`src/rtl/mau_pkg.sv`:
```
// Shared encodings for the memory-access unit: access sizes, AHB transfer codes,
// error codes and the load FSM state type.
package mau_pkg;

  localparam logic [1:0] SZ_B = 2'b00;
  localparam logic [1:0] SZ_H = 2'b01;
  localparam logic [1:0] SZ_W = 2'b10;

  localparam logic [1:0] HTRANS_IDLE   = 2'b00;
  localparam logic [1:0] HTRANS_NONSEQ = 2'b10;

  localparam logic [1:0] ERR_NONE    = 2'b00;
  localparam logic [1:0] ERR_ALIGN   = 2'b01;
  localparam logic [1:0] ERR_BUS     = 2'b10;
  localparam logic [1:0] ERR_TIMEOUT = 2'b11;

  typedef enum logic [1:0] {
    LD_IDLE,
    LD_ADDR,
    LD_DATA,
    LD_WB
  } load_state_e;

  // Size 11 is never legal; halves need even and words need 4-byte aligned addresses.
  function automatic logic access_illegal(input logic [1:0] size, input logic [1:0] ea_lo);
    case (size)
      SZ_B:    access_illegal = 1'b0;
      SZ_H:    access_illegal = ea_lo[0];
      SZ_W:    access_illegal = |ea_lo;
      default: access_illegal = 1'b1;
    endcase
  endfunction

endpackage

```
`src/rtl/mau_load_align.sv`:
```
// Little-endian lane select plus sign/zero extension of a 32-bit AHB read beat.
module mau_load_align
  import mau_pkg::*;
(
  input  logic [1:0]  ea_lo,
  input  logic [1:0]  size,
  input  logic        sext,
  input  logic [31:0] hrdata,
  output logic [31:0] data
);

  logic [7:0]  byte_lane;
  logic [15:0] half_lane;

  always_comb begin
    byte_lane = hrdata[7:0];
    case (ea_lo)
      2'd1:    byte_lane = hrdata[15:8];
      2'd2:    byte_lane = hrdata[23:16];
      2'd3:    byte_lane = hrdata[31:24];
      default: byte_lane = hrdata[7:0];
    endcase
    half_lane = ea_lo[1] ? hrdata[31:16] : hrdata[15:0];

    case (size)
      SZ_B:    data = {{24{sext & byte_lane[7]}}, byte_lane};
      SZ_H:    data = {{16{sext & half_lane[15]}}, half_lane};
      default: data = hrdata;
    endcase
  end

endmodule

```
`src/rtl/mau_load_swc.sv`:
```
// Load path of the memory-access unit: one AHB-Lite single read per request,
// aligned and extended, written back through a one-cycle register-file port.
module mau_load_swc
  import mau_pkg::*;
#(
  parameter logic [7:0] TIMEOUT = 8'd255,
  parameter int         ADDR_W  = 32
) (
  input  logic              hclk,
  input  logic              hrst,
  input  logic              exu_load_en,
  input  logic [4:0]        exu_load_rd,
  input  logic [ADDR_W-1:0] exu_load_base_addr,
  input  logic [ADDR_W-1:0] exu_load_offset,
  input  logic              exu_load_sext,
  input  logic [1:0]        exu_load_size,
  output logic              mau_load_busy,
  output logic [ADDR_W-1:0] haddr,
  output logic [1:0]        htrans,
  output logic [2:0]        hsize,
  output logic              hwrite,
  input  logic              hready,
  input  logic              hresp,
  input  logic [31:0]       hrdata,
  output logic [4:0]        reg_waddr,
  output logic [31:0]       reg_wdata,
  output logic              reg_wen,
  output logic              mau_load_err,
  output logic [1:0]        mau_load_err_code,
  output logic [ADDR_W-1:0] mau_load_err_addr
);

  load_state_e       state_q, state_d;
  logic [4:0]        rd_q;
  logic              sext_q;
  logic [1:0]        size_q;
  logic [ADDR_W-1:0] ea_q;
  logic [31:0]       wdata_q;
  logic [7:0]        tmo_cnt_q, tmo_cnt_d;
  logic              err_q, err_d;
  logic [1:0]        err_code_q, err_code_d;
  logic [ADDR_W-1:0] err_addr_q, err_addr_d;

  logic [ADDR_W-1:0] ea_new;
  logic              accept;
  logic              capture;
  logic [31:0]       load_data;

  assign ea_new = exu_load_base_addr + exu_load_offset;

  mau_load_align u_align (
    .ea_lo  (ea_q[1:0]),
    .size   (size_q),
    .sext   (sext_q),
    .hrdata (hrdata),
    .data   (load_data)
  );

  always_ff @(posedge hclk) begin
    if (hrst) begin
      state_q    <= LD_IDLE;
      rd_q       <= '0;
      sext_q     <= 1'b0;
      size_q     <= SZ_B;
      ea_q       <= '0;
      wdata_q    <= '0;
      tmo_cnt_q  <= '0;
      err_q      <= 1'b0;
      err_code_q <= ERR_NONE;
      err_addr_q <= '0;
    end else begin
      state_q    <= state_d;
      tmo_cnt_q  <= tmo_cnt_d;
      err_q      <= err_d;
      err_code_q <= err_code_d;
      err_addr_q <= err_addr_d;
      if (accept) begin
        rd_q   <= exu_load_rd;
        sext_q <= exu_load_sext;
        size_q <= exu_load_size;
        ea_q   <= ea_new;
      end
      if (capture) begin
        wdata_q <= load_data;
      end
    end
  end

  // Requests are only looked at in IDLE; errors become a registered one-cycle pulse.
  always_comb begin
    state_d    = state_q;
    tmo_cnt_d  = tmo_cnt_q;
    accept     = 1'b0;
    capture    = 1'b0;
    err_d      = 1'b0;
    err_code_d = ERR_NONE;
    err_addr_d = '0;

    case (state_q)
      LD_IDLE: begin
        tmo_cnt_d = '0;
        if (exu_load_en) begin
          if (access_illegal(exu_load_size, ea_new[1:0])) begin
            err_d      = 1'b1;
            err_code_d = ERR_ALIGN;
            err_addr_d = ea_new;
          end else begin
            accept  = 1'b1;
            state_d = LD_ADDR;
          end
        end
      end
      LD_ADDR, LD_DATA: begin
        if (state_q == LD_DATA && hresp) begin
          state_d    = LD_IDLE;
          tmo_cnt_d  = '0;
          err_d      = 1'b1;
          err_code_d = ERR_BUS;
          err_addr_d = ea_q;
        end else if (hready) begin
          tmo_cnt_d = '0;
          if (state_q == LD_ADDR) begin
            state_d = LD_DATA;
          end else begin
            capture = 1'b1;
            state_d = LD_WB;
          end
        end else if (TIMEOUT != 8'd0 && tmo_cnt_q == TIMEOUT - 8'd1) begin
          state_d    = LD_IDLE;
          tmo_cnt_d  = '0;
          err_d      = 1'b1;
          err_code_d = ERR_TIMEOUT;
          err_addr_d = ea_q;
        end else begin
          tmo_cnt_d = tmo_cnt_q + 8'd1;
        end
      end
      LD_WB: begin
        state_d = LD_IDLE;
      end
      default: begin
        state_d = LD_IDLE;
      end
    endcase
  end

  assign mau_load_busy     = (state_q != LD_IDLE);
  assign haddr             = (state_q == LD_ADDR) ? ea_q : '0;
  assign htrans            = (state_q == LD_ADDR) ? HTRANS_NONSEQ : HTRANS_IDLE;
  assign hsize             = (state_q == LD_ADDR) ? {1'b0, size_q} : 3'b000;
  assign hwrite            = 1'b0;
  assign reg_wen           = (state_q == LD_WB) && (rd_q != 5'd0);
  assign reg_waddr         = (state_q == LD_WB) ? rd_q : 5'd0;
  assign reg_wdata         = (state_q == LD_WB) ? wdata_q : 32'd0;
  assign mau_load_err      = err_q;
  assign mau_load_err_code = err_code_q;
  assign mau_load_err_addr = err_addr_q;

endmodule

```
`config.mk`:
```
export PLATFORM = sky130hd
export DESIGN_NAME = mau_load_swc
export DESIGN_NICKNAME = d
export VERILOG_FILES = /design/src/rtl/mau_pkg.sv /design/src/rtl/mau_load_align.sv /design/src/rtl/mau_load_swc.sv
export SDC_FILE = /design/constraint.sdc
export NUM_CORES = 1
export LEC_CHECK = 0
export ABC_AREA = 1
export CAP_MARGIN = 15
export CORE_ASPECT_RATIO = 0.6
export CORE_MARGIN = 2
export CORE_UTILIZATION = 70
export CTS_CLUSTER_SIZE = 16
export DETAILED_ROUTE_END_ITERATION = 6
export DONT_BUFFER_PORTS = 1
export MAX_ROUTING_LAYER = met4
export PLACE_DENSITY = 0.86
export SYNTH_ARGS = -nofsm -noshare
export SYNTH_HDL_FRONTEND = slang
export SYNTH_HIERARCHICAL = 1
export SYNTH_SLANG_ARGS = --single-unit
```
`constraint.sdc`:
```
create_clock -name hclk -period 5.4 [get_ports hclk]
set_input_delay 0.81 -clock hclk [delete_from_list [all_inputs] [get_ports hclk]]
set_output_delay 0.81 -clock hclk [all_outputs]
set_load 0.02 [all_outputs]
```
# --- Yosys cells after proc, flatten, opt, wreduce, memory -nomap -nowiden ---
# Index checks and enable logic that the tools add are counted.
totals:
  regBits: 117
  out_inout_bits: 112
  wordCells: 85
  input_bits: 109
op_classes:
  n_eq_ne: 13
  add_sub_neg: 2
  n_reduce_logical: 11
  bitwise_logic: 2
  muxes: 47
op_table:
  columns: ["op", "n"]
  rows:
  - ["32-bit two-way mux", 7]
  - ["32-bit case mux with 2 select lines", 2]
  - ["32-bit adder", 1]
  - ["8-bit two-way mux", 3]
  - ["8-bit case mux with 3 select lines", 1]
  - ["2-bit two-way mux", 10]
  - ["1-bit two-way mux", 17]
  - ["16-bit two-way mux", 1]
  - ["8-bit case mux with 2 select lines", 1]
  - ["2-bit == test (second input constant)", 5]
  - ["8-bit by 1-bit adder with 8-bit output (second input constant)", 1]
  - ["2-bit by 1-bit == test with 1-bit output (second input constant)", 4]
  - ["8-bit == test (second input constant)", 1]
  - ["2-bit logical NOT", 3]
  - ["2-bit case mux with 3 select lines", 1]
  - ["5-bit two-way mux", 1]
  - ["5-bit nonzero test", 1]
  - ["2-bit != test (second input constant)", 2]
  - ["4-bit != test (second input constant)", 1]
  - ["2-bit case mux with 2 select lines", 1]
  - ["2-bit nonzero test", 2]
  - ["2-bit OR reduction", 2]
  - ["1-bit case mux with 3 select lines", 1]
  - ["3-bit AND reduction", 1]
  - ["3 further kinds", 5]

# --- Depth between registers and ports, before layout ---
# Gate-level depths: netlist (run 1).
logic_depth:
  ltp_word: 8
  mapped_depth: 14
  ltp_nobuf: 14

# --- Hierarchy ---
# The synthesis (run 1) kept the hierarchy.
modules_own_cells:
  columns: ["mod", "cells_per_inst", "seq_area_each_um2", "n_inst", "area_per_inst_um2"]
  rows:
  - ["mau_load_swc", 1213, 2342.2, 1, 7354.6]
  - ["mau_load_align", 168, 0.0, 1, 888.4]

# --- Worst setup path after synthesis (run 1) ---
# No wires, ideal clock.
synth_path:
  path_kind: "input port to flip-flop"
  from: "in exu_load_base_addr[0]"
  to: "reg ea_q[7]"
  arrival_time_ps: 2359
  setup_ps: 116
  path_buffers: 1
  required_time_ps: 5284
  slack_ps: 2926
  cell_stages: 9
  cell_sequence: "ha_1 fa_1 o21ai_0 nand2_1 nor2_1 inv_1 clkbuf_1 o21ai_0 inv_1"
synth_via:
  elab_chain_len: 8
synth_lines:
  columns: ["item", "line", "rtl"]
  rows:
  - ["start: declaration", "mau_load_swc.sv:13", "input logic [ADDR_W-1:0] exu_load_base_addr,"]
  - ["32-bit adder", "mau_load_swc.sv:49", "assign ea_new = exu_load_base_addr + exu_load_offset;"]
  - ["via ea_new[1]", "mau_load_swc.sv:44", "logic [ADDR_W-1:0] ea_new;"]
  - ["2-bit OR reduction", "mau_pkg.sv:29", "SZ_W: access_illegal = |ea_lo;"]
  - ["1-bit case mux with 3 select lines", "mau_pkg.sv:26", "case (size)"]
  - ["1-bit two-way mux", "mau_load_swc.sv:102", "if (exu_load_en) begin"]
  - ["1-bit two-way mux", "mau_load_swc.sv:99", "case (state_q)"]
  - ["1-bit two-way mux", "mau_load_swc.sv:103", "if (access_illegal(exu_load_size, ea_new[1:0])) begin"]
  - ["1-bit two-way mux", "mau_load_swc.sv:102", null]
  - ["1-bit two-way mux", "mau_load_swc.sv:99", null]
  - ["end signal: assignment", "mau_load_swc.sv:81", "ea_q <= ea_new;"]
  - ["end: declaration", "mau_load_swc.sv:37", "logic [ADDR_W-1:0] ea_q;"]
# The timed path passes the listed nets, and every way through them passes these cells. The select of a mux whose other input is x is not followed.
# A chain may end at the register's enable or synchronous reset.

# --- Worst setup path in the final report (run 1) ---
layout_path:
  from: "reg state_q[1]"
  to: "out haddr[15]"
layout_via:
  elab_chain_len: 2
layout_lines:
  columns: ["item", "line", "rtl"]
  rows:
  - ["start: declaration", "mau_load_swc.sv:33", "load_state_e state_q, state_d;"]
  - ["start signal: assignment", "mau_load_swc.sv:72", "state_q <= state_d;"]
  - ["2-bit by 1-bit == test with 1-bit output", "mau_load_swc.sv:148", "assign haddr = (state_q == LD_ADDR) ? ea_q : '0;"]
  - ["32-bit two-way mux", "mau_load_swc.sv:148", null]
  - ["end: declaration", "mau_load_swc.sv:18", "output logic [ADDR_W-1:0] haddr,"]
# Every way passes these cells.

==> results by stage, run 1 <==
Cells and area:
- The top cell types in the final layout, fill and taps aside, are 461 x sky130_fd_sc_hd__nand2_1, 266 x sky130_fd_sc_hd__inv_1, 124 x sky130_fd_sc_hd__nor2_1, 117 x sky130_fd_sc_hd__dfxtp_1, 90 x sky130_fd_sc_hd__nand3_1.
- Summing all multi-input logic gate instances after layout gives 0.00465 mm^2.
- The core utilization of the finished layout is 0.779.
- For this run, the post-layout net count is roughly 1500.
- In the final layout, the share of cells above drive strength 1 is 0.0611.
- The area occupied by registers is around 0.0023 mm^2.
- The layout-stage area growth over the synthesis result is 7.53%.
- The library cell used most frequently in the layout, excluding fill and tap cells, is sky130_fd_sc_hd__nand2_1.
- The summed area of non-filler cells in the final layout is 0.00886 mm^2.
- The number of antenna diodes in the final layout is 0.
- The number of inserted filler cells in the final layout is about 950.
- The final cell count without fillers is 1534.

Floorplan:
- The count of boundary I/O pins is 221.
- The core region is 0.0114 mm^2.
- The initial utilization of the core area, before any placement, comes to 0.725.
- The initialized floorplan defines 30 standard-cell rows.
- The die covers ~0.013 mm^2.
- The die boundary width is ~140 um.
- The y dimension of the die is 88.1 um.

Clock tree:
- The total of hold buffers inserted after clock tree synthesis is 0.
- The number of setup buffers added after CTS is 0.
- TritonCTS created 17 clock buffers.
- The buffer depth of the longest clock path is 2.
- The number of H-tree levels is 4.
- The post-CTS clock slew at the launch and capture registers of the worst setup and hold paths is 0.06 ns.
- CTS placed an instance of sky130_fd_sc_hd__clkbuf_16 at the clock tree root.
- The later pin in the worst-skew pair is clocked with a latency of approximately 0.42 ns.
- The total of cells resized after clock tree synthesis is 0.
- The total number of clock tree sinks is 117.
- TritonCTS built the clock tree.

Setup path:
- The most numerous cell type found on the critical path is sky130_fd_sc_hd__inv_1.
- The worst setup path is launched from a flip-flop.
- The critical path goes through inv_1 -> ha_2 -> nand2_1 -> inv_1.
- The critical path is of the reg -> out type.
- The required arrival time at the worst endpoint is between 4 and 5 ns.
- The slowest stage of the critical path is the sky130_fd_sc_hd__ha_2 cell.
- The delay of the slowest critical-path stage is 0.78 ns.
- The endpoint class of the critical path is a primary output.
- The worst endpoint data arrival time is 2.18 ns.
- The buffers plus inverters on the worst setup path is 2.
- The family with the most delay on the worst path is adder cells.
- The maximum fanout along the worst path is 36.

Power and ir drop:
- In this run the power density over the cells is ~380 mW/mm^2.
- Of the total power, the clock network draws 0.343.
- In this run the power spent charging and discharging nets is 1.31 mW.
- The internal power of the cells totals between 2 and 2.5 mW.
- The total chip power is about 3.4 mW.
- Of the total power, combinational logic draws 0.297.
- The leakage component of the power is approximately 5.3 nW.
- The worst vdd rail ir drop is about 270 uV.
- The part of the total power dissipated in sequential elements is 0.360.
- Of the total power, the share spent switching nets is 0.388.

Timing:
- The final-report hold violation count came to 0.
- The slew at the pin closest to its max-slew limit is approximately 1.0 ns.
- Subtracting the final worst setup slack from the clock period gives 2.99 ns.
- Setup repair after global routing left no endpoint under its margin.
- Of the available clock period, the critical path in the final layout requires 0.553.
- The tightest slew margin relative to the limit is 0.311.
- The sum of negative setup slack is 0 ns.
- Based on the critical path, the design can be clocked at up to 0.335 GHz.
- The number of failing setup endpoints in the final timing report is 0.
- On the final layout, the worst clock skew is ~0.012 ns.
- The final count of pins violating max slew is 0.

Synth:
- Yosys mapped the design onto just over 40 distinct sky130hd cell types.
- The multiplexer share of the synthesized area is 0.
- The share of the synthesized area in compound gates (AO/OA/AOI/OAI) is 0.0997.
- The number of warnings issued by yosys is 6.
- After synthesis, the share of flip-flops with an asynchronous set or reset is 0.
- The simple-gate share of the synthesized area is 0.380.
- The prevailing post-synth register cell is sky130_fd_sc_hd__dfxtp_1.
- The number of enable-type register cells in the synthesized netlist is 0.
- The cell count after synthesis came out at roughly 1400.
- The cell area that synthesis handed to floorplanning was 0.00824 mm^2.
- Of the synthesized area, sequential elements account for 0.284.
- After synthesis, the largest family of logic cells by area is simple AND/OR/NAND/NOR gates.
- The fraction of the mapped netlist area in adder cells is 0.0616.
- After synthesis, the mean cell area works out to 5.97 um^2.
- The synthesis-stage register bit count is 117.
- The share of the synthesized netlist area taken by xor and xnor gates is 0.0213.

Global routing:
- The overall global routing resource usage is 0.398.
- The number of antenna violations at the first check in global routing came to 0.
- The via count of the first global-routing pass is 7391.
- After global routing the overflow that remains totals 0.
- The pin count of the biggest net entering global routing is 46.
- The first global-routing pass estimated around 38000 um of wire.

Detailed routing:
- The total wire length after detailed routing is 24700 um.
- After detailed routing, the number of remaining DRC violations is 0.
- The violation count after the first detailed-route iteration is 1110.
- The per-cell via count in the routed design is 5.54.
- The first-pass detailed-route iteration total is 5.
- In this run the remaining antenna-violating nets after routing total 0.
- In the final routed layout, each cell accounts on average for 16.1 um.
- The final route contains 8497 vias.

Placement:
- The area of placed instances is 0.00826 mm^2.
- The cell count after placement is 1503.
- Buffers placed on the I/O ports in this run total 0.
- Routability-driven placement finished with a final weighted congestion of between 1 and 1.5.
- Summed over all nets, the half-perimeter wirelength after detailed placement is 18200 um.

Worst hold path:
- The min-delay analysis places its worst path in the category reg -> reg.

Job:
- The total of max-cap violations is 0.

Status:
- The run finished with clean final reports.
==> cell type report <==
type / count / area share
Clock inverter: 14 / 0.0203
Multi-Input combinational cell: 950 / 0.525
Sequential cell: 117 / 0.264
Timing Repair Buffer: 7 / 0.00593
Inverter: 269 / 0.114
Tap cell: 160 / 0.0226
Clock buffer: 17 / 0.0480
==> worst register-to-register path: stages, from the launching register on <==
cell,delay [ns]
sky130_fd_sc_hd__dfxtp_1,0.35
sky130_fd_sc_hd__inv_1,0.15
sky130_fd_sc_hd__ha_2,0.78
sky130_fd_sc_hd__nor2_1,0.12
sky130_fd_sc_hd__buf_4,0.27
sky130_fd_sc_hd__inv_1,0.80
sky130_fd_sc_hd__nor2_1,0.14
sky130_fd_sc_hd__nor2_1,0.14
==> metrics by stage <==
stage               hold WS, ns  setup WS (ns)
floorplan                 0.439           2.93
global placement          0.456           2.51
detailed placement        0.462           2.39
CTS                       0.467           2.44
global route              0.458           2.28
finish                    0.473           2.41
==> worst paths after layout <==
check                           from                                to  slack, ns  cells after the start
min            ea_q[15]$_SDFFE_PP0P_  mau_load_err_addr[15]$_SDFF_PP0_       0.47                      2
min reg2reg    ea_q[15]$_SDFFE_PP0P_  mau_load_err_addr[15]$_SDFF_PP0_       0.47                      2
max reg2reg  state_q[1]$_SDFFE_PP0P_          wdata_q[15]$_SDFFE_PP0P_       2.59                      7
max          state_q[1]$_SDFFE_PP0P_                         haddr[15]       2.41                      4
==> routing by layer <==
metal,vias up,GRT usage,routed length (um)
met4,0,0.121,626
met5,-,-,0
met3,67,0.124,3290
met2,566,0.561,9880
li1,4168,-,-
met1,3696,0.545,10900
==> synth_stat cells (2+ instances only) <==
master,number,share of area
sky130_fd_sc_hd__inv_1,266,0.12
sky130_fd_sc_hd__nand3_2,21,0.026
sky130_fd_sc_hd__nand2_2,7,0.0053
sky130_fd_sc_hd__o21a_1,3,0.0027
sky130_fd_sc_hd__xnor2_1,7,0.0074
sky130_fd_sc_hd__nor2_1,125,0.057
sky130_fd_sc_hd__nand2_4,2,0.0027
sky130_fd_sc_hd__and2_1,3,0.0023
sky130_fd_sc_hd__buf_4,6,0.0055
sky130_fd_sc_hd__inv_2,2,0.00091
sky130_fd_sc_hd__clkbuf_1,25,0.011
sky130_fd_sc_hd__and3_1,3,0.0023
sky130_fd_sc_hd__dfxtp_1,117,0.28
sky130_fd_sc_hd__xor2_1,13,0.014
sky130_fd_sc_hd__nor3_1,6,0.0036
sky130_fd_sc_hd__nand3_1,90,0.055
sky130_fd_sc_hd__o22ai_1,3,0.0023
sky130_fd_sc_hd__o21ai_0,69,0.042
sky130_fd_sc_hd__o21ai_1,18,0.011
sky130_fd_sc_hd__nand3_4,3,0.0064
sky130_fd_sc_hd__nand2_1,461,0.21
sky130_fd_sc_hd__o211ai_1,2,0.0018
sky130_fd_sc_hd__ha_1,39,0.059
sky130_fd_sc_hd__a21oi_1,54,0.033
sky130_fd_sc_hd__buf_2,11,0.0067
sky130_fd_sc_hd__nor2_4,3,0.0041
sky130_fd_sc_hd__nor2_2,3,0.0023
sky130_fd_sc_hd__nand4_1,2,0.0015
sky130_fd_sc_hd__buf_6,5,0.0068
==> flip-flops by register name, indices dropped and copies added, names as in the netlist <==
signal             flops
mau_load_err_addr     32
size_q                 2
rd_q                   5
tmo_cnt_q              8
mau_load_err           1
ea_q                  32
state_q                2
wdata_q               32
mau_load_err_code      2
sext_q                 1
==> power by group through the flow <==
stage,clock network (mW),logic (mW),registers [mW]
final,1.16,1.00,1.22
after global routing,1.21,1.12,1.23
after detailed placement,0,0.961,1.22
after floorplan,0,0.786,1.17
after CTS,1.16,0.978,1.21
after global placement,0,0.936,1.22
==> cell families after synthesis <==
family                     count (synthesis)
AOI/OAI and AO/OA                        156
xor gates and xnor gates                  20
adders and majority gates                 40
buffers and inverters                    316
DFF                                      117
other                                      1
and+or+nand+nor                          731
Power figures use the tool's default switching activity.
==> run 2, diff against run 1 <==
- CORE_UTILIZATION: 70 -> 65
- PLACE_DENSITY: 0.86 -> 0.81
- clock period: 5.4 -> 3.09 ns (I/O delays scaled with it)
==> results by stage, run 2 (synthesis gave the netlist of run 1 again) <==
Clock tree:
- TritonCTS built the clock tree.
- The number of clock buffers added by TritonCTS is 17.
- The root buffer cell is sky130_fd_sc_hd__clkbuf_16.
- The total of cells resized after clock tree synthesis is 0.
- Buffers added to address setup during post-CTS repair amount to 0.
- The total of hold buffers inserted after clock tree synthesis is 0.
- The total number of clock tree sinks is 117.
- Clock-pin slew was measured on the worst setup and hold paths at ~0.06 ns.
- The later pin in the worst-skew pair is clocked with a latency of 0.42 ns.
- The buffer depth of the longest clock path is 2.
- The number of H-tree levels is 4.

Timing:
- Setup repair after global routing left no endpoint under its margin.
- Summed over all failing endpoints, the final setup total negative slack is 0 ns.
- The final count of pins violating max slew was 0.
- Setup slack on the critical path of the routed design comes to 0.478 ns.
- Setup violations remaining at the end of the flow were counted as 0.
- The final cycle utilization of the critical path is 0.845.
- The clock skew is 0.00672 ns.
- For the finished layout, the period the worst path requires is 2.61 ns.
- The final-report hold violation count is 0.
- The maximum operating frequency is 0.383 GHz.
- The tightest slew margin relative to the limit is 0.444.
- The slew at the pin closest to its max-slew limit is 0.834 ns.

Cells and area:
- The area of the multi-input gates is 0.00465 mm^2.
- The area growth from synthesis to layout is 8.45%.
- Fill cells in the final layout number 1042.
- The number of antenna diodes in the final layout is 0.
- Leaving out fill and tap cells, the most frequent cells in the layout are 461 x sky130_fd_sc_hd__nand2_1, 266 x sky130_fd_sc_hd__inv_1, 124 x sky130_fd_sc_hd__nor2_1, 117 x sky130_fd_sc_hd__dfxtp_1, 90 x sky130_fd_sc_hd__nand3_1.
- The share of cells above drive strength 1 is 0.0652.
- The leading cell type in the layout, fill and taps excluded is sky130_fd_sc_hd__nand2_1.
- The area occupied by registers is 0.00234 mm^2.
- The final layout contains 1517 nets.
- Measured on the finished design, the core utilization comes to 0.732.

Placement:
- The worst-case setup slack after placement is around 0.74 ns.
- The HPWL after detailed placement is 18800 um.
- The number of port buffers is 0.
- The congestion estimate from routability-driven global placement came to 0.981.

Setup path:
- Along the worst path, the maximum fanout reaches 36.
- The type of origin of the critical path is a flip-flop.
- STA classifies the critical path endpoint as a primary output.
- The worst endpoint data arrival time is 2.15 ns.
- The count of cells along the worst register-to-register path is 7.
- The startpoint-to-endpoint class of the critical path is reg -> out.
- The required arrival time at the worst endpoint is roughly 2.6 ns.

Floorplan:
- The initial utilization of the core area, before any placement, comes to 0.675.
- The core region area is 0.0122 mm^2.
- The die covers between 0.01 and 0.015 mm^2.
- The number of rows in the core area is 31.
- The die boundary width is between 100 and 150 um.
- The die is 91.2 um tall.
- The count of boundary I/O pins is around 220.

Detailed routing:
- The pre-antenna-repair detailed-routing pass consisted of 6 iterations.
- In this run, the number of DRC markers left after iteration 0 of detailed routing was about 840.
- The average wire length per cell after detail routing is 16.1 um.
- The total wire length after detailed routing is 24900 um.
- The per-cell via count in the routed design is 5.47.
- In the routed design, unresolved DRC markers number 0.
- In this run the remaining antenna-violating nets after routing total 0.
- The via count is around 8500.

Worst hold path:
- The path class of the tightest hold or removal check is in -> reg.
- The worst hold path stage count is 1.

Power and ir drop:
- For this design the ratio of total power to cell area is approximately 670 mW/mm^2.
- The analysis attributes to cell leakage a power of 5.33 nW.
- The worst vdd rail ir drop is ~420 uV.

Status:
- The flow ran to the end, and the final reports show no timing, DRC or antenna violations.

Global routing:
- The via count of the first global-routing pass is 7781.
- Entering global routing, the biggest net connects 39 pins.
- The first global-routing pass estimated between 30000 and 40000 um of wire.
- The total global routing overflow is 0.
- The overall global routing resource usage is 0.382.
- The number of antenna violations at the first check in global routing is 0.

Job:
- The total of max-cap violations is 0.
==> run 2: cell types whose count changed in the layout (fill, tap and decap cells not counted), sizes merged <==
cell    previous run  this run
inv              270       271
bufinv             3         4
clkinv             8         6
clkbuf            17        18
buf                7        13
==> run 2: layout make-up <==
| type | count | share of cell area |
|---|---|---|
| Sequential cell | 117 | 0.262 |
| Timing Repair Buffer | 13 | 0.0109 |
| Inverter | 269 | 0.113 |
| Clock inverter | 14 | 0.0225 |
| Multi-Input combinational cell | 950 | 0.521 |
| Clock buffer | 18 | 0.0480 |
| Tap cell | 165 | 0.0231 |
==> run 2: critical path, cell delays in order (launching register included) <==
cell	delay, ns
sky130_fd_sc_hd__dfxtp_1	0.34
sky130_fd_sc_hd__inv_1	0.14
sky130_fd_sc_hd__ha_2	0.76
sky130_fd_sc_hd__nand2_1	0.25
sky130_fd_sc_hd__inv_1	0.22
==> run 2: worst paths after layout <==
path / start / end / slack (ns)
worst max register to register: state_q[1]$_SDFFE_PP0P_ / wdata_q[11]$_SDFFE_PP0P_ / 0.94
worst min-delay path: hrst / size_q[1]$_SDFFE_PP0P_ / 0.12
worst max-delay path: state_q[1]$_SDFFE_PP0P_ / haddr[3] / 0.48
worst min register to register: rd_q[1]$_SDFFE_PP0P_ / rd_q[1]$_SDFFE_PP0P_ / 0.47
==> run 2: through the flow <==
step,hold WS (ns),std cells,total power [mW],instance area (um^2)
global route,0.117,1546,6.34,8940
global placement,0.454,1514,3.81,8310
CTS,0.110,1546,5.97,8940
detailed placement,0.462,1514,3.84,8310
finish,0.119,1546,6.02,8940
floorplan,0.439,1383,3.43,8250
==> run 2: routing by layer <==
layer  global-route usage  wire length (um)  share of wire  vias to the layer above
li1                     -                 -              -                     4188
met1                0.541             11500           0.46                     3744
met2                0.539              9960           0.40                      486
met3               0.0970              2960           0.12                       41
met4                0.100               418          0.017                        0
met5                    -                 0              0                        -
==> run 2: report_power, final <==
part / total [mW] / switching [mW] / internal [mW]
clock: 2.13 / 0.772 / 1.36
sequential: 2.09 / 0.256 / 1.83
combinational: 1.80 / 1.27 / 0.530
total: 6.02 / 2.30 / 3.72
==> run 3, diff against run 2 <==
- ABC_AREA: 1 -> 0
- CORE_UTILIZATION: 65 -> 58
- PLACE_DENSITY: 0.81 -> 0.76
- clock period: 3.09 -> 2.19 ns (I/O delays scaled with it)
==> results by stage, run 3 <==
Synth:
- In the post-synthesis netlist, the biggest area contributors are sky130_fd_sc_hd__dfxtp_1 31%, sky130_fd_sc_hd__nand2_1 9.2%, sky130_fd_sc_hd__ha_1 6.4%.
- The number of enable-type register cells in the synthesized netlist is 0.
- The most used flip-flop cell after synthesis is sky130_fd_sc_hd__dfxtp_1.
- A synthesized cell averages 7.90 um^2.
- The top cell type's share of synthesized area is 0.307.
- The most area-hungry cell type in the Yosys netlist is sky130_fd_sc_hd__dfxtp_1.
- The area of the mapped netlist is 0.00764 mm^2.
- The share of the Yosys chip area taken by registers is 0.307.
- The share of synthesized registers carrying an async set or reset is 0.
- sky130_fd_sc_hd__nand2_1 is the most common cell in the netlist.
- The synthesis-stage register bit count is roughly 120.
- The number of warnings issued by yosys is 6.
- In the synthesized netlist, the cells that appear most often are 188 x sky130_fd_sc_hd__nand2_1, 117 x sky130_fd_sc_hd__dfxtp_1, 97 x sky130_fd_sc_hd__a21oi_1.
- Synthesis handed over a netlist of 966 instances.
- The number of different library cells used by synthesis comes to 77.

Timing:
- The final-report hold violation count was 0.
- The tightest slew margin relative to the limit is 0.505.
- For the pin with the worst max-slew slack, the measured transition is 0.740 ns.
- The final hold slack is 0.0230 ns.
- Dividing the final minimum period by the clock period gives 0.944.
- The number of failing setup endpoints in the final timing report is 0.
- Setup repair after global routing could not meet its margin everywhere.
- The smallest setup slack after layout is 0.123 ns.
- Subtracting the final worst setup slack from the clock period gives about 2.1 ns.
- For the final database, setup skew stands at approximately 0.01 ns.
- The maximum operating frequency is between 0.4 and 0.5 GHz.
- The final count of pins violating max slew was 0.

Clock tree:
- The clock tree from TritonCTS is built.
- The total number of clock tree sinks is between 100 and 150.
- The number of H-tree levels is 4.
- Buffers inserted during clock tree synthesis total 17.
- The tree is rooted in a sky130_fd_sc_hd__clkbuf_16.
- At the later pin of the worst-skew pair, clock insertion delay measures 0.42 ns.
- The buffer depth of the longest clock path is 2.
- The buffers inserted during post-CTS setup optimization is 0.
- The post-CTS clock slew at the launch and capture registers of the worst setup and hold paths is 0.06 ns.

Setup path:
- The capturing element of the worst setup path is ea_q[30]$_SDFFE_PP0P_.
- The type of origin of the critical path is an input pin.
- At the worst endpoint, the required time is 2.52 ns.
- For the worst setup path, the data arrival time is roughly 2.4 ns.
- The startpoint identified for the worst register-to-register timing path is state_q[0]$_SDFFE_PP0P_.
- By startpoint and endpoint, the worst setup path is classified as in -> reg.
- The worst-case register-to-register setup slack is 0.20 ns.
- STA classifies the critical path endpoint as a flip-flop.
- In this run the worst setup path begins at exu_load_base_addr[0].
- In this run the worst path has a maximum fanout of 4.
- The endpoint of the most critical register-to-register path is mau_load_err_addr[30]$_SDFF_PP0_.
- The worst register-to-register path has a depth of 6.

Cells and area:
- The share of cells above drive strength 1 is 0.183.
- The library cell used most frequently in the layout, excluding fill and tap cells, is sky130_fd_sc_hd__nand2_1.
- Leaving out filler cells and counting taps, the final layout contains 1200.
- From synthesis to final layout, the design area changed by 16.3%.
- 0 antenna diodes ended up in the layout.
- After the last flow step, the layout net total stands at 1166.
- The top cell types in the final layout, fill and taps aside, are 188 x sky130_fd_sc_hd__nand2_1, 117 x sky130_fd_sc_hd__dfxtp_1, 99 x sky130_fd_sc_hd__buf_4, 96 x sky130_fd_sc_hd__a21oi_1, 75 x sky130_fd_sc_hd__and2_1.

Floorplan:
- The core region is 0.0129 mm^2.
- The total die area is 0.0141 mm^2.
- The y dimension of the die is 92.9 um.
- The number of rows in the core area is 32.
- The count of boundary I/O pins is 221.
- Measured along the x axis, the die boundary spans 152 um.
- For this configuration, the core starts out at a cell density of 0.594.

Global routing:
- The via count of the first global-routing pass is 6680.
- After global routing the overflow that remains totals 0.
- The first global-routing pass estimated 36400 um of wire.
- The number of antenna violations at the first check in global routing is 0.
- Across every metal layer, demand over resource in global routing totals 0.335.
- The pin count of the biggest net entering global routing is 51.

Power and ir drop:
- The cell area power density is 785 mW/mm^2.
- The worst vdd rail ir drop is 529 uV.
- After layout, the design draws a total of 6.97 mW.
- The analysis attributes to cell leakage a power of approximately 3.6 nW.

Placement:
- At the placement stage, the worst setup path has a slack of -0.268 ns.
- The routability-driven placement congestion ratio is 0.955.
- The cell count after placement is 1166.
- The number of port buffers is 0.
- The HPWL after detailed placement is 17400 um.

Status:
- The run finished with clean final reports.

Detailed routing:
- The remaining antenna violation count is 0.
- The routed layout has 7414 vias.
- After detailed routing, the number of remaining DRC violations is 0.
- The detailed router finished its first iteration with 814 violations.
- Before antenna repair, the detailed router went through 6 iterations.
- The per-cell via count in the routed design is 6.18.
- Dividing the detail-routed wire length by the instance count gives slightly below 20 um.
- Summed over all layers, the routed wires come to between 20000 and 25000 um.

Job:
- Max-cap violations in this run came to 0.

Worst hold path:
- The type of the most critical hold path is in -> reg.
==> run 3: cell types whose count changed after synthesis, sizes merged, moves of 21 or more <==
| cell | delta |
|---|---|
| nand2 | -281 |
| inv | -256 |
| and2 | +75 |
| nor2b | +21 |
| nand3 | -94 |
| a21oi | +45 |
| o211ai | +23 |
| clkbuf | +22 |
| o21ai | -38 |
| nor2 | -78 |
==> run 3: power breakdown <==
| part | switching [mW] | leakage [nW] | internal, mW |
|---|---|---|---|
| Combinational | 1.03 | 2.32 | 0.706 |
| Clock | 1.10 | 0.283 | 1.71 |
| Sequential | 0.153 | 0.950 | 2.27 |
==> run 3: worst min-delay path by stage <==
stage / start / end / slack [ns] / cells past startpoint
global placement: hrst / ea_q[31]$_SDFFE_PP0P_ / 0.41 / 1
detailed placement: hrst / ea_q[31]$_SDFFE_PP0P_ / 0.42 / 1
global route: hrst / mau_load_err_addr[0]$_SDFF_PP0_ / 0.02 / 1
finish: hrst / mau_load_err_addr[0]$_SDFF_PP0_ / 0.02 / 1
floorplan: wdata_q[4]$_SDFFE_PP0P_ / wdata_q[4]$_SDFFE_PP0P_ / 0.43 / 2
CTS: hrst / mau_load_err_addr[0]$_SDFF_PP0_ / 0.02 / 1
==> run 3: cell type report <==
| type | instances | area [um^2] |
|---|---|---|
| multi-input combinational | 767 | 4900 |
| fill | 1055 | 3970 |
| sequential | 117 | 2340 |
| timing repair buffer | 102 | 793 |
| clock buffer | 18 | 439 |
| tap | 170 | 213 |
| clock inverter | 14 | 150 |
| inverter | 12 | 45.0 |
==> run 3: repair_timing <==
item,CTS,global route
resized for setup,1,3
hold endpoints to repair,50,0
pin swaps,0,0
hold buffers,2,0
endpoints found under the setup margin,26,10
==> run 3: worst max-delay path: stages <==
cell and delay [ns]:
sky130_fd_sc_hd__ha_4 0.15, sky130_fd_sc_hd__fa_2 0.36, sky130_fd_sc_hd__a21oi_2 0.17, sky130_fd_sc_hd__and4b_2 0.27, sky130_fd_sc_hd__o211ai_2 0.27, sky130_fd_sc_hd__a21o_1 0.16, sky130_fd_sc_hd__nand2_2 0.07, sky130_fd_sc_hd__or4b_1 0.47
sky130_fd_sc_hd__a31oi_1 0.16
==> run 3: per-stage QoR <==
| step | setup TNS, ns | area (um^2) | util |
|---|---|---|---|
| floorplan | -0.801 | 7680 | - |
| global placement | -4.60 | 8250 | 0.642 |
| detailed placement | -7.21 | 8250 | 0.642 |
| CTS | 0 | 8870 | 0.690 |
| global route | -0.0393 | 8880 | 0.691 |
| finish | 0 | 8880 | 0.691 |
==> run 3: cells by family (layout without fill, tap and decap cells) <==
| family | Yosys count | in the layout | share of synthesized area |
|---|---|---|---|
| and+or+nand+nor | 403 | 403 | 0.256 |
| AOI/OAI and AO/OA | 275 | 275 | 0.242 |
| DFF | 117 | 117 | 0.307 |
| buffers and inverters | 84 | 146 | 0.0610 |
| adders and majority gates | 40 | 40 | 0.0665 |
| xor gates and xnor gates | 33 | 33 | 0.0378 |
| muxes | 13 | 13 | 0.0293 |
| other | 1 | 3 | 0.000491 |
==> run 3: metal layers <==
metal,track usage,wire length [um],vias up
met5,-,0,-
met4,0.0600,225,0
met3,0.100,2900,29
met2,0.455,9500,439
met1,0.490,11000,3453
li1,-,-,3493
